`src/rtl/multiplier_arbiter.sv`:
```
// Round-robin arbiter that shares one fixed-latency pipelined multiplier
// between NUM_REQ requesters and routes each product back to the requester
// that issued it.
module multiplier_arbiter #(
    parameter int unsigned NUM_REQ           = 4,
    parameter int unsigned INPUT_DATA_WIDTH  = 32,
    parameter int unsigned OUTPUT_DATA_WIDTH = 64,
    parameter int unsigned MULT_LATENCY      = 3
) (
    input  logic                                  clk,
    input  logic                                  reset,
    input  logic                                  arb_en,
    input  logic [NUM_REQ-1:0]                    req_valid,
    output logic [NUM_REQ-1:0]                    req_ready,
    input  logic [NUM_REQ*INPUT_DATA_WIDTH-1:0]   req_in1,
    input  logic [NUM_REQ*INPUT_DATA_WIDTH-1:0]   req_in2,
    output logic [NUM_REQ-1:0]                    resp_valid,
    output logic [OUTPUT_DATA_WIDTH-1:0]          resp_out,
    output logic [INPUT_DATA_WIDTH-1:0]           mult_in1,
    output logic [INPUT_DATA_WIDTH-1:0]           mult_in2,
    output logic                                  mult_inputs_valid,
    input  logic [OUTPUT_DATA_WIDTH-1:0]          mult_out,
    input  logic                                  mult_output_valid,
    output logic                                  busy,
    output logic                                  tag_err
);

    localparam int unsigned IDXW = (NUM_REQ > 1) ? $clog2(NUM_REQ) : 1;

    // Tag carried alongside each multiplier operation
    typedef struct packed {
        logic            vld;
        logic [IDXW-1:0] idx;
    } tag_t;

    logic [IDXW-1:0]              r_last_grant;
    logic [IDXW-1:0]              r_issue_idx;
    logic [INPUT_DATA_WIDTH-1:0]  r_mult_in1;
    logic [INPUT_DATA_WIDTH-1:0]  r_mult_in2;
    logic                         r_mult_valid;
    tag_t                         r_tag [MULT_LATENCY];
    logic [NUM_REQ-1:0]           r_resp_valid;
    logic [OUTPUT_DATA_WIDTH-1:0] r_resp_out;
    logic                         r_tag_err;

    logic [NUM_REQ-1:0]           w_ready;
    logic [IDXW-1:0]              w_grant_idx;
    logic                         w_found;
    logic                         w_hs;
    logic [INPUT_DATA_WIDTH-1:0]  w_sel_in1;
    logic [INPUT_DATA_WIDTH-1:0]  w_sel_in2;
    tag_t                         w_tag_out;
    logic                         w_any_tag;

    // Round-robin search starting just after the last granted requester
    always_comb begin
        w_ready     = '0;
        w_grant_idx = r_last_grant;
        w_found     = 1'b0;
        for (int unsigned k = 1; k <= NUM_REQ; k++) begin
            logic [IDXW-1:0] cand;
            cand = IDXW'((32'(r_last_grant) + k) % NUM_REQ);
            if (!w_found && req_valid[cand]) begin
                w_found     = 1'b1;
                w_grant_idx = cand;
            end
        end
        if (w_found && arb_en && !reset) begin
            w_ready[w_grant_idx] = 1'b1;
        end
    end

    assign w_hs      = |(req_valid & w_ready);
    assign req_ready = w_ready;

    // Operand mux for the granted requester
    always_comb begin
        w_sel_in1 = '0;
        w_sel_in2 = '0;
        for (int unsigned i = 0; i < NUM_REQ; i++) begin
            if (IDXW'(i) == w_grant_idx) begin
                w_sel_in1 = req_in1[i*INPUT_DATA_WIDTH +: INPUT_DATA_WIDTH];
                w_sel_in2 = req_in2[i*INPUT_DATA_WIDTH +: INPUT_DATA_WIDTH];
            end
        end
    end

    // Issue stage: register operands and grant pointer on a handshake
    always_ff @(posedge clk or posedge reset) begin
        if (reset) begin
            r_mult_in1   <= '0;
            r_mult_in2   <= '0;
            r_mult_valid <= 1'b0;
            r_issue_idx  <= '0;
            r_last_grant <= IDXW'(NUM_REQ - 1);
        end else begin
            r_mult_valid <= w_hs;
            if (w_hs) begin
                r_mult_in1   <= w_sel_in1;
                r_mult_in2   <= w_sel_in2;
                r_issue_idx  <= w_grant_idx;
                r_last_grant <= w_grant_idx;
            end
        end
    end

    // Tag pipeline tracks which requester owns each multiplier stage
    always_ff @(posedge clk or posedge reset) begin
        if (reset) begin
            for (int i = 0; i < int'(MULT_LATENCY); i++) begin
                r_tag[i] <= '0;
            end
        end else begin
            r_tag[0] <= {r_mult_valid, r_issue_idx};
            for (int i = 1; i < int'(MULT_LATENCY); i++) begin
                r_tag[i] <= r_tag[i-1];
            end
        end
    end

    assign w_tag_out = r_tag[MULT_LATENCY-1];

    // Any tag stage still holding a live operation
    always_comb begin
        w_any_tag = 1'b0;
        for (int i = 0; i < int'(MULT_LATENCY); i++) begin
            w_any_tag = w_any_tag | r_tag[i].vld;
        end
    end

    // Result capture and routing; the tag, not the multiplier, decides delivery
    always_ff @(posedge clk or posedge reset) begin
        if (reset) begin
            r_resp_valid <= '0;
            r_resp_out   <= '0;
            r_tag_err    <= 1'b0;
        end else begin
            r_resp_valid <= w_tag_out.vld ? (NUM_REQ'(1) << w_tag_out.idx) : '0;
            if (w_tag_out.vld) begin
                r_resp_out <= mult_out;
            end
            if (mult_output_valid != w_tag_out.vld) begin
                r_tag_err <= 1'b1;
            end
        end
    end

    assign mult_in1          = r_mult_in1;
    assign mult_in2          = r_mult_in2;
    assign mult_inputs_valid = r_mult_valid;
    assign resp_valid        = r_resp_valid;
    assign resp_out          = r_resp_out;
    assign tag_err           = r_tag_err;
    assign busy              = r_mult_valid | w_any_tag | (|r_resp_valid);

endmodule

```
`config.mk`:
```
export PLATFORM = sky130hd
export DESIGN_NAME = multiplier_arbiter
export DESIGN_NICKNAME = d
export VERILOG_FILES = /design/src/rtl/multiplier_arbiter.sv
export SDC_FILE = /design/constraint.sdc
export NUM_CORES = 1
export LEC_CHECK = 0
export CAP_MARGIN = 20
export CORE_AREA = 2 2 182 184
export DETAILED_ROUTE_END_ITERATION = 6
export DIE_AREA = 0 0 184 186
export PLACE_DENSITY_LB_ADDON = 0.15
export SLEW_MARGIN = 0
export SYNTH_ARGS = -nofsm -noshare
export SYNTH_HDL_FRONTEND = slang
export SYNTH_SLANG_ARGS = --single-unit
```
`constraint.sdc`:
```
create_clock -name clk -period 8.4 [get_ports clk]
set_input_delay 1.68 -clock clk [delete_from_list [all_inputs] [get_ports clk]]
set_output_delay 1.68 -clock clk [all_outputs]
set_load 0.01 [all_outputs]
```
==> implementation parameters <==
Parameter                              Value

Outcome
  Status    finished, final reports clean

Clocking
  Number of buffers added for setup after CTS    0
  Number of buffers between clock root and the deepest sink    2
  TritonCTS clock tree    built
  Buffer cell driving the clock tree root    clkbuf_16
  Hold buffer count at CTS    0
  H-tree depth    4
  Number of buffers created by CTS    17
  Worst-skew pair later-pin latency    between 0.4 and 0.5 ns
  Number of sinks driven by the clock tree    between 100 and 150
  CTS-repair resized insts    0
  Clock slew at reported path FFs    0.06 ns

Global route
  Wire length of the first global-routing pass    roughly 39000 µm
  Vias in the first global route    between 6000 and 7000
  Met3 capacity usage during global routing    0.0665
  Total GRT Usage    0.155
  Congestion Overflow GR    0
  Antenna violations before repair    2
  M2 GR Usage    0.273
  Largest net degree at the start of global routing    121
  Most congested layer reported by global routing    met2
  Met1 routing resource usage after global routing    0.169

Timing
  Share of the clock period used by the worst path after layout    0.708
  Pins Over Slew Limit    0
  Worst slew margin    0.384
  Time the final worst path needs with I/O delays and setup    5.95 ns
  Total negative setup slack    0 ns
  Setup repair after global routing missed its margin    false
  Finish-stage setup viols    0
  Clock Skews    approximately 0.010 ns
  Tightest hold margin    around 0.35 ns
  Count of final hold-check violations    0
  Maximum operating frequency    between 0.15 and 0.2 GHz
  Transition time at the pin with the least slew margin    roughly 0.9 ns

Die
  Chip Height    about 190 µm
  Initial Util    0.235
  Total Die Area    between 30000 and 40000 µm²
  Chip width    184 µm
  Site row count    66
  Standard cell core area    between 30000 and 40000 µm²
  IO Count    about 470

Final layout
  Finished Layout Cells    1427
  Layout filler cell count    about 3200
  Share of layout cells above drive strength 1    0.169
  Final net count    1332
  Utilization of the core after routing    0.402
  Area growth from synthesis to layout    71.2%

Placement
  Number of placed instances, taps included    1393
  Routability congestion estimate from global placement    roughly 0.75
  Estimated wirelength of the detail-placed design    about 20000 µm
  Port Buffers    466

Yosys
  Area share of the largest cell type after synthesis    0.479
  Top-count cell post-synth    dfrtp_1
  Count of flip-flops with a built-in enable after synthesis    0
  Cell area after synthesis    7570 µm²
  Top post-synthesis cells by area    dfrtp_1 48%, mux2i_1 17%, o221ai_2 12%, mux2_2 9.5%, nand2_1 3.6%
  Register area share after synthesis    0.486
  Number of unique standard cell types used by synthesis    38
  Number of flip-flops and latches in the synthesized netlist    approximately 150
  Largest area contributor in the synthesized netlist    dfrtp_1
  Total of warnings raised by yosys    0
  Most used standard cells in the synthesized netlist    145 x dfrtp_1, 128 x mux2i_1, 72 x nand2_1
  Top_reg_cell synth    dfrtp_1
  Synthesized netlist cell count    ~560
  Average cell area after synthesis    around 14 µm²
  FFs w/ async S/R, synth    1.00
  Synthesized net count    roughly 880

Routing
  1st-iter DRT viols    approximately 180
  First-pass detailed-route iteration total    4
  Routed Antenna Nets    0
  DRC errors left    0
  Total length of routed wires    27300 µm
  Average wire length per cell after detail routing    19.1 µm
  Per-cell via count in the routed design    4.38
  Vias    ~6300

Critical path
  Critical Path RT    about 6.7 ns
  Reg2Reg Launch Point    r_last_grant[1]$_DFFE_PP1P_
  Number of cells traversed by the worst register-to-register path    5
  Element type at the critical path end    output pin
  Critical Path Max Stage Delay    approximately 0.63 ns
  Sort of element at the start of the critical path    primary input
  Critical-path cell list    clkdlybuf4s50_1 > or4_1 > nand3_4 > buf_4 > nor2_1 > and2_1 > clkdlybuf4s50_1
  Worst setup path startpoint    req_valid[1]
  Cell mode on critical path    clkdlybuf4s50_1
  Critical path's top delay family    buffers and inverters
  CP max FO    67
  Crit path kind    in2out
  Stages on the worst setup path    7
  Standard cell with the maximum stage delay on the critical path    buf_4
  Arrival time reported for the critical path endpoint    4.27 ns
  Number of buffers and inverters on the critical path    3

Worst hold path
  Kind of path behind the tightest hold check    reg2reg
  Hold Crit Start    r_tag[7]$_DFF_PP0_
  Number of cells on the worst hold path    0

Power and ir drop
  LEAKAGE    about 5.4 nW
  Maximum resistive drop on vdd    0.130 mV
  Pwr/cell area    223 nW/µm²
  PnR Total Power    between 0.002 and 0.003 W

Job
  Max-capacitance violation count    0
==> layout by cell type, fill, tap and decap left out, types with 3 or more instances in the layout <==
master / synthesis / routed
inv_6: 0 / 5
mux2i_1: 128 / 128
clkdlybuf4s50_1: 0 / 466
inv_8: 0 / 3
nand2b_1: 4 / 3
dfrtp_1: 145 / 144
mux2_2: 64 / 64
clkbuf_16: 0 / 17
o221ai_1: 4 / 4
clkinvlp_4: 0 / 4
nand2_1: 72 / 72
buf_4: 2 / 7
nor2_1: 8 / 8
a21oi_1: 3 / 3
o221ai_2: 59 / 59
==> layer usage <==
layer  wire length [µm]  share of wire  up-vias
met5                  0              0        -
met4                384          0.014        0
met3               2980           0.11       18
met2              13700           0.50      298
met1              10300           0.38     2957
li1                   -              -     2978
==> state kept, by name, indices dropped and copies added (netlist names) <==
register           flops
r_last_grant           2
resp_out              64
r_issue_idx            2
resp_valid             4
r_tag                  9
tag_err                1
mult_inputs_valid      1
mult_in1              32
mult_in2              32
==> power breakdown <==
part | internal, W | total (W) | switching [W]
Sequential | 0.000880 | 0.000974 | 0.0000944
Combinational | 0.000657 | 0.00115 | 0.000495
Clock | 0.000417 | 0.000758 | 0.000341
==> path summary, 6_finish.rpt <==
kind / end / slack, ns
setup / recovery: req_ready[0] / 2.45
hold / removal: r_tag[4]$_DFF_PP0_ / 0.35
setup reg to reg: mult_in1[27]$_DFFE_PP0P_ / 5.61
hold reg to reg: r_tag[4]$_DFF_PP0_ / 0.35
max in group asynchronous: r_tag[2]$_DFF_PP0_ / 5.62
min in group asynchronous: resp_out[21]$_DFFE_PP0P_ / 1.61
==> layout make-up <==
| type | instances | area [µm²] | share of cell area |
|---|---|---|---|
| Inverter | 2 | 12.5 | 0.000966 |
| Sequential cell | 147 | 3680 | 0.284 |
| Antenna cell | 2 | 5.00 | 0.000386 |
| Tap cell | 408 | 510 | 0.0394 |
| Clock buffer | 18 | 429 | 0.0331 |
| Timing Repair Buffer | 474 | 4740 | 0.366 |
| Multi-Input combinational cell | 362 | 3440 | 0.265 |
| Clock inverter | 14 | 143 | 0.0110 |
==> cells by family (layout without fill, tap and decap cells) <==
family | Yosys count | in the layout | share of synthesized area
other | 0 | 2 | 0
xor gates and xnor gates | 1 | 1 | 0.00116
AOI/OAI and AO/OA | 71 | 71 | 0.128
buffers and inverters | 47 | 508 | 0.0628
muxes | 192 | 192 | 0.264
DFF | 147 | 147 | 0.486
and+or+nand+nor | 98 | 98 | 0.0570
==> metrics by stage <==
stage / instance area, µm² / worst slack [ns]
2_1_floorplan: 7570 / 0.765
4_1_cts: 13000 / 2.36
3_5_place_dp: 12400 / 2.36
5_1_grt: 13000 / 2.28
3_3_place_gp: 12400 / 2.37
6_report: 13000 / 2.45
Power figures use the tool's default switching activity.
